--- config.mk ---
export PLATFORM = sky130hd
export DESIGN_NAME = tdm_demux1x4
export DESIGN_NICKNAME = d
export VERILOG_FILES = /design/src/rtl/tdm_pkg.sv /design/src/rtl/tdm_slot_ctr.sv /design/src/rtl/tdm_demux1x4.sv
export SDC_FILE = /design/constraint.sdc
export NUM_CORES = 1
export LEC_CHECK = 0
export CAP_MARGIN = 40
export CORE_MARGIN = 1.5
export CORE_UTILIZATION = 40
export CTS_CLUSTER_DIAMETER = 60
export DETAILED_ROUTE_END_ITERATION = 7
export GPL_ROUTABILITY_DRIVEN = 0
export PLACE_DENSITY = 0.67
export SLEW_MARGIN = 30
export SYNTH_ARGS = -nofsm -noshare
export SYNTH_HDL_FRONTEND = slang
export SYNTH_SLANG_ARGS = --single-unit
--- constraint.sdc ---
create_clock -name clk -period 1.2 [get_ports clk]
set_clock_uncertainty 0.05 [all_clocks]
set_input_delay 0.24 -clock clk [delete_from_list [all_inputs] [get_ports clk]]
set_output_delay 0.24 -clock clk [all_outputs]
set_load 0.02 [all_outputs]
--- src/rtl/tdm_pkg.sv ---
// ---------------------------------------------------------------------------
// tdm_pkg
// Shared definitions for the 4:1 time-division link. Both the receive
// demultiplexer and the transmit-side select sequencer use these.
//   LANES     : lanes per frame (word width), must be >= 2
//   SELW      : slot/select width, clog2(LANES)
//   LAST_LANE : lane that carries the start-of-frame bit
//   state_t   : receive framing state
// ---------------------------------------------------------------------------
package tdm_pkg;

  localparam int LANES     = 4;
  localparam int SELW      = $clog2(LANES);
  localparam int LAST_LANE = LANES - 1;

  // HUNT: waiting for a start-of-frame marker. COLLECT: inside a frame.
  typedef enum logic {
    HUNT    = 1'b0,
    COLLECT = 1'b1
  } state_t;

endpackage

--- src/rtl/tdm_slot_ctr.sv ---
// ---------------------------------------------------------------------------
// tdm_slot_ctr
// Slot down-counter that tracks the lane the next bit belongs to. Frames
// run from lane LANES-1 down to lane 0. The receive demux uses this block,
// and so does the transmit-side select sequencer.
// Ports:
//   clk        in   1     rising-edge clock
//   rst        in   1     asynchronous, active-high reset (count = LANES-1)
//   i_load     in   1     load LANES-2 (the first bit of a frame was just taken)
//   i_reload   in   1     reload LANES-1 (the lane-0 bit was just taken)
//   i_dec      in   1     decrement by one
//   o_cnt      out  SELW  current slot
//   o_is_zero  out  1     current slot is lane 0
// When more than one command is asserted, the priority is load, then reload,
// then dec.
// ---------------------------------------------------------------------------
module tdm_slot_ctr #(
  parameter int LANES = 4,
  parameter int SELW  = 2
) (
  input  logic            clk,
  input  logic            rst,
  input  logic            i_load,
  input  logic            i_reload,
  input  logic            i_dec,
  output logic [SELW-1:0] o_cnt,
  output logic            o_is_zero
);

  logic [SELW-1:0] r_cnt;

  // NOTE: sequential state uses non-blocking assignments. Every flop then
  // samples its pre-edge value, so the result does not depend on the order
  // in which always blocks are evaluated.
  always_ff @(posedge clk or posedge rst) begin
    if (rst) begin
      r_cnt <= SELW'(LANES - 1);
    end else if (i_load) begin
      r_cnt <= SELW'(LANES - 2);
    end else if (i_reload) begin
      r_cnt <= SELW'(LANES - 1);
    end else if (i_dec) begin
      r_cnt <= r_cnt - 1'b1;
    end
  end

  assign o_cnt     = r_cnt;
  assign o_is_zero = (r_cnt == '0);

endmodule

--- src/rtl/tdm_demux1x4.sv ---
// ---------------------------------------------------------------------------
// tdm_demux1x4
// Receive end of the 4:1 time-division link. This block rebuilds each
// parallel word from the serial slot stream. Bits arrive in the order
// lane LANES-1 down to lane 0, and the first bit of each frame is marked
// with sof. A completed word is presented with a one-cycle vld pulse.
// Ports:
//   clk       in   1      rising-edge clock
//   rst       in   1      asynchronous, active-high reset
//   din       in   1      serial data bit for the current slot
//   en        in   1      din/sof qualified this cycle (all inputs ignored when low)
//   sof       in   1      with en: din is the first bit of a frame (lane LANES-1)
//   y         out  LANES  last complete word; y[k] = bit received in slot k
//   vld       out  1      one-cycle pulse: y updated this cycle
//   s         out  SELW   lane the next qualified bit is written to
//   sync_err  out  1      one-cycle pulse: sof arrived mid-frame, partial discarded
// ---------------------------------------------------------------------------
module tdm_demux1x4
  import tdm_pkg::*;
#(
  parameter int LANES = tdm_pkg::LANES,
  parameter int SELW  = tdm_pkg::SELW
) (
  input  logic             clk,
  input  logic             rst,
  input  logic             din,
  input  logic             en,
  input  logic             sof,
  output logic [LANES-1:0] y,
  output logic             vld,
  output logic [SELW-1:0]  s,
  output logic             sync_err
);

  state_t           r_state;
  logic [LANES-1:0] r_word;      // partial word; it never drives y directly
  logic [LANES-1:0] r_y;
  logic             r_vld;
  logic             r_sync_err;

  state_t           w_state_nxt;
  logic [LANES-1:0] w_word_nxt;
  logic [LANES-1:0] w_y_nxt;
  logic             w_vld_nxt;
  logic             w_sync_err_nxt;
  logic             w_load;
  logic             w_reload;
  logic             w_dec;
  logic [SELW-1:0]  w_slot;
  logic             w_slot_zero;

  tdm_slot_ctr #(
    .LANES (LANES),
    .SELW  (SELW)
  ) u_slot_ctr (
    .clk       (clk),
    .rst       (rst),
    .i_load    (w_load),
    .i_reload  (w_reload),
    .i_dec     (w_dec),
    .o_cnt     (w_slot),
    .o_is_zero (w_slot_zero)
  );

  always_ff @(posedge clk or posedge rst) begin
    if (rst) begin
      r_state    <= HUNT;
      r_word     <= '0;
      r_y        <= '0;
      r_vld      <= 1'b0;
      r_sync_err <= 1'b0;
    end else begin
      r_state    <= w_state_nxt;
      r_word     <= w_word_nxt;
      r_y        <= w_y_nxt;
      r_vld      <= w_vld_nxt;
      r_sync_err <= w_sync_err_nxt;
    end
  end

  always_comb begin
    // NOTE: every output of this block gets a default first. That way no
    // path through the case statement leaves a signal unassigned, and no
    // latch is inferred. The defaults also make vld and sync_err one-cycle
    // pulses.
    w_state_nxt    = r_state;
    w_word_nxt     = r_word;
    w_y_nxt        = r_y;
    w_vld_nxt      = 1'b0;
    w_sync_err_nxt = 1'b0;
    w_load         = 1'b0;
    w_reload       = 1'b0;
    w_dec          = 1'b0;

    if (en) begin
      unique case (r_state)
        HUNT: begin
          // Bits without sof are dropped until a frame start is seen.
          if (sof) begin
            w_word_nxt            = '0;
            w_word_nxt[LAST_LANE] = din;
            w_load                = 1'b1;
            w_state_nxt           = COLLECT;
          end
        end
        COLLECT: begin
          if (sof) begin
            // A mid-frame sof wins, even on the lane-0 slot. The partial
            // word is thrown away and this bit starts a new frame.
            w_sync_err_nxt        = 1'b1;
            w_word_nxt            = '0;
            w_word_nxt[LAST_LANE] = din;
            w_load                = 1'b1;
          end else begin
            w_word_nxt[w_slot] = din;
            if (w_slot_zero) begin
              // The published word includes the bit captured on this edge.
              w_y_nxt     = w_word_nxt;
              w_vld_nxt   = 1'b1;
              w_reload    = 1'b1;
              w_state_nxt = HUNT;
            end else begin
              w_dec = 1'b1;
            end
          end
        end
        default: w_state_nxt = HUNT;
      endcase
    end
  end

  assign y        = r_y;
  assign vld      = r_vld;
  assign s        = w_slot;
  assign sync_err = r_sync_err;

endmodule

==> Word level (Yosys, flattened, before mapping) <==
Cells that the tools add are included.
{ "classes": {"add_sub_neg": 1, "n_mul": 0, "n_div": 0, "n_lt_le_gt_ge": 2, "eq_ne": 1, "n_shift": 0, "n_mux": 23, "bitwise": 2, "n_reduce_logical": 5} }
{ "op_table": {"columns": ["operator", "n"], "rows": [
  ["$mux W1", 14],
  ["$mux W4", 2],
  ["$pmux W4 S2", 1],
  ["$mux W2", 3],
  ["$bwmux W4", 1],
  ["$reduce_and A4 Y1", 1],
  ["$lt A2 B3 Y1 const B", 1],
  ["$reduce_bool A3 Y1", 1],
  ["$demux W1 S2", 1],
  ["$ge A2 B1 Y1 const B", 1],
  ["$logic_not A2 Y1", 1],
  ["$ne A2 B2 Y1 const B", 1],
  ["$not A1 Y1", 2],
  ["$pmux W1 S2", 1],
  ["$reduce_and A2 Y1", 1],
  ["$sub A2 B1 Y2 const B", 1],
  ["$logic_and A1 B1 Y1", 1]
]} }
{ "totals": {"register_bits": 13, "latch_bits": 0, "ram_bits": 0, "rom_bits": 0, "n_memories": 0} }

==> Depth between registers and ports, before layout <==
{ "logic_depth": {"ltp_word": 8, "mapped_depth": 6, "mapped_depth_nobuf": 6} }

==> Hierarchy <==
A second synthesis with hierarchy kept.
{ "hier_totals": {"cells_unflattened": 62, "area_unflattened_um2": 644.4} }
{ "by_module_without_submodules": {"columns": ["module", "n_inst", "cells_per_inst", "area_each_um2", "seq_area_each_um2"], "rows": [
  ["tdm_demux1x4", 1, 50, 533.0, 275.3],
  ["tdm_slot_ctr", 1, 12, 111.4, 52.6]
]} }

==> Worst setup path after synthesis <==
OpenSTA, ideal clock, no wires.
{ "synth_timing": {"path_type": "register -> register", "startpoint": "register u_slot_ctr.r_cnt[0], in the netlist u_slot_ctr.o_cnt[0]", "endpoint": "register r_y[0], in the netlist y[0]", "setup_time_ns": 0.116, "t_arrival_ns": 1.196, "slack_ns": -0.162, "path_stages_with_launch": 7, "synth_period_minus_slack_ns": 1.362, "cell_sequence": "dfstp_2 > inv_1 > ha_1 > nand4b_4 > inv_2 > nand2_1 > nand2_1"} }
{ "synth_via": {"elab_chain_len": 5} }
{ "synth_lines": {"columns": ["item", "line_no", "rtl"], "rows": [
  ["start: declaration", "tdm_slot_ctr.sv:30", "logic [SELW-1:0] r_cnt;"],
  ["start signal: assignment", "tdm_slot_ctr.sv:37", "r_cnt <= SELW'(LANES - 1);"],
  ["start signal: assignment", "tdm_slot_ctr.sv:39", "r_cnt <= SELW'(LANES - 2);"],
  ["start signal: assignment", "tdm_slot_ctr.sv:41", "r_cnt <= SELW'(LANES - 1);"],
  ["$lt A2 B3 Y1 (implied by the code) or $ge A2 B1 Y1 (tied branches)", "tdm_demux1x4.sv:115", "w_word_nxt[w_slot] = din;"],
  ["$logic_and A1 B1 Y1 (implied by the code)", "tdm_demux1x4.sv:115", null],
  ["$mux W1 (implied by the code)", "tdm_demux1x4.sv:115", null],
  ["$demux W1 S2", "tdm_demux1x4.sv:115", null],
  ["$bwmux W4", "tdm_demux1x4.sv:115", null],
  ["end signal: assignment", "tdm_demux1x4.sv:75", "r_y <= w_y_nxt;"],
  ["end: declaration", "tdm_demux1x4.sv:37", "logic [LANES-1:0] r_y;"]
]} }
Parallel ways exist; a longest one is shown, timed or not.
A chain may end at the register's enable or synchronous reset.

==> Worst setup path after layout <==
{ "layout_timing": {"startpoint": "register u_slot_ctr.r_cnt[0], in the netlist u_slot_ctr.o_cnt[0]", "endpoint": "register r_y[2], in the netlist y[2]"} }
Same word-level chain as after synthesis.

==> results.json <==
{
  "finalNetCount": 94,
  "cp-start-kind": "flop",
  "netlist_area_um2": 631,
  "hold_path_class": "in2async",
  "worstPathRequired_ns": 1.30,
  "start_util_pct": 42.4,
  "yosysWarnings": 0,
  "synth_seq_cells": 12,
  "die_y_um": 42.7,
  "critical_path.top_delay_family": "flip-flops",
  "antenna_found_initial": 0,
  "setup_slack_ns": -0.112,
  "layout_common_cells": "buf_4 (9), dfrtp_1 (9), nand2_1 (8)",
  "post_drt_via_cell_ratio": 5.16,
  "gr-usage-all-layers_pct": 15.1,
  "synth.top_cell.area_share_pct": 39.7,
  "synth_top_area_cell": "dfrtp_1",
  "grt_overflow": 0,
  "grt_max_degree": 13,
  "max_freq_ghz": 0.762,
  "cp_cell_sequence": "buf_6 > inv_4 > ha_2 > mux2i_1 > o21ai_0",
  "hold_violations": 0,
  "cp-end-kind": "flop",
  "cts_tree": "yes",
  "cap_viol_max_count": 0,
  "multi_input_area_um2": 333,
  "synth.top_cells.by_area": "dfrtp_1 (40%), dfstp_2 (8.3%), ha_1 (7.9%)",
  "avgSynthCellArea_um2": 10.3,
  "clkLatencyLatePin_ns": 0.26,
  "wire_per_inst_um": 12.1,
  "cp_max_fo": 4,
  "seqPwrFrac_pct": 38.1,
  "leakage_nw": 0.416,
  "numCtsBuffers": 3,
  "remaining_drc_errors": 0,
  "final.period_utilization_pct": 109,
  "cts.reportedPaths.clkPinSlew_ns": 0.07,
  "arrival_ns": 1.41,
  "finalNonFillerCells": 100,
  "powerDensity_nw_per_um2": 2090,
  "die_area_um2": 1820,
  "fp.coreArea_um2": 1490,
  "switching_share_pct": 39.4,
  "place_inst": 95,
  "fillers": 131,
  "p_int_mw": 1.11,
  "grt_pass1_wl_mm": 2.01,
  "rsz0062_at_grt": "yes",
  "io_pins": 13,
  "clockBufferDepth": 2,
  "die_w_um": 42.7,
  "r2r_start": "u_slot_ctr.o_cnt[0]",
  "seq_area_frac_synth_pct": 48.0,
  "dp_slack_ns": -0.216,
  "wirelength_mm": 1.21,
  "first_global_vias": 466,
  "finalSetupViolCount": 11,
  "io_buffers": 12,
  "final_core_util_pct": 59.1,
  "vias": 516,
  "whs_ns": 0.202,
  "crit_path_start": "u_slot_ctr.o_cnt[0]",
  "relSlewSlack_pct": 83.2,
  "cp_slowest_cell": "dfstp_2",
  "drtIter0Drc": 30,
  "crit_path_max_incr_delay_ns": 0.55,
  "dp_hpwl_um": 866,
  "syn_nets": 70,
  "ys_types": 24,
  "worstMarginPinSlew_ns": 0.251,
  "power_switching_mw": 0.722,
  "core.rowCount": 14,
  "comb_power_share_pct": 48.0,
  "htreeDepth": 1,
  "n_antenna_cell": 0,
  "period_needed_ns": 1.31,
  "path_class": "reg2reg",
  "firstDrtPassIters": 6,
  "irDropWorstVdd_v": 0.000983,
  "drive_above_1_share_pct": 44.0,
  "drv_slew": 0,
  "area_growth_pct": 39.5,
  "clkPwrFrac_pct": 13.9,
  "cp_num_buf_inv": 2,
  "clock-root-buffer": "clkbuf_4",
  "cts_sinks": 12,
  "antenna_left": 0,
  "status": "complete, but fails checks",
  "power_mw": 1.83,
  "violations": "negative setup slack",
  "netlist_instances": 61,
  "seqCellArea_um2": 304
}
repair_timing:
item                                    in CTS  in global routing
endpoints found under the hold margin        0                  0
hold buffers                                 0                  0
cloned                                       0                  0
buffers inserted                             1                  0
endpoints found under the setup margin      19                 18
pin swaps                                    2                  3
gates resized for setup                     32                 12
power groups by stage:
| stage | registers [mW] | logic (mW) | clock network, mW |
|---|---|---|---|
| floorplan | 0.793 | 0.422 | 0 |
| finish | 0.700 | 0.880 | 0.254 |
| global route | 0.723 | 0.958 | 0.298 |
| detailed placement | 0.690 | 0.850 | 0 |
| CTS | 0.686 | 0.848 | 0.267 |
| global placement | 0.686 | 0.846 | 0 |
cell type report:
class	count	share of cell area, %
repair buffers	22	18.8
clock buffers	4	2.99
multi-input cells	39	37.8
inverters	7	3.56
flip-flops and latches	12	34.6
well taps	16	2.28
state kept, by name, indices dropped and copies added (netlist names):
signal            cells
r_state               1
r_word                3
u_slot_ctr.o_cnt      2
sync_err              1
vld                   1
y                     4
logic make-up (layout without fill, tap and decap cells):
group / Yosys count / in the layout / share of synthesized area, %
AO/OA/AOI/OAI: 14 / 14 / 14.3
adder cells (fa/ha/maj): 4 / 4 / 7.94
buffers and inverters: 10 / 33 / 8.93
flip-flops: 12 / 12 / 48.0
multiplexers: 3 / 3 / 4.76
AND/OR/NAND/NOR: 18 / 18 / 16.1
worst register-to-register path, cell delays in order (launching register included):
cell     delay, ns
dfstp_2       0.55
buf_6         0.13
inv_4         0.04
ha_2          0.20
mux2i_1       0.14
o21ai_0       0.08
final timing paths:
kind / slack (ns) / depth (start not counted) / to
max: -0.11 / 5 / y[2]
min: 0.20 / 3 / y[3]
max reg2reg: -0.11 / 5 / y[2]
min reg2reg: 0.42 / 2 / y[2]
max in group asynchronous: 0.67 / 3 / u_slot_ctr.o_cnt[1]
min in group clk: 0.42 / 2 / y[2]
per-layer routing:
layer	track usage [%]	routed length (um)
met5	0	0
met2	21.5	566
met1	19.9	544
met3	3.83	88
met4	10.0	14
Yosys cell counts:
cell type  instances
a21oi_1            1
a22o_1             1
a31oi_1            1
a32oi_1            1
a41oi_1            1
and2_1             1
and3_1             1
buf_4              1
buf_6              2
dfrtp_1           10
dfstp_2            2
ha_1               4
inv_1              6
inv_2              1
mux2i_1            3
nand2_1            9
nand2_2            1
nand3_1            3
nand4b_4           1
nor2_1             1
nor2b_1            1
o21ai_0            5
o21ai_1            3
o31ai_2            1
stage by stage:
stage,area (um2),setup TNS (ns)
2_1_floorplan,661,-0.467
3_3_place_gp,838,-2.33
3_5_place_dp,838,-2.44
4_1_cts,875,-0.894
5_1_grt,880,-1.36
6_report,880,-0.780
(Power assumes the default switching activity.)
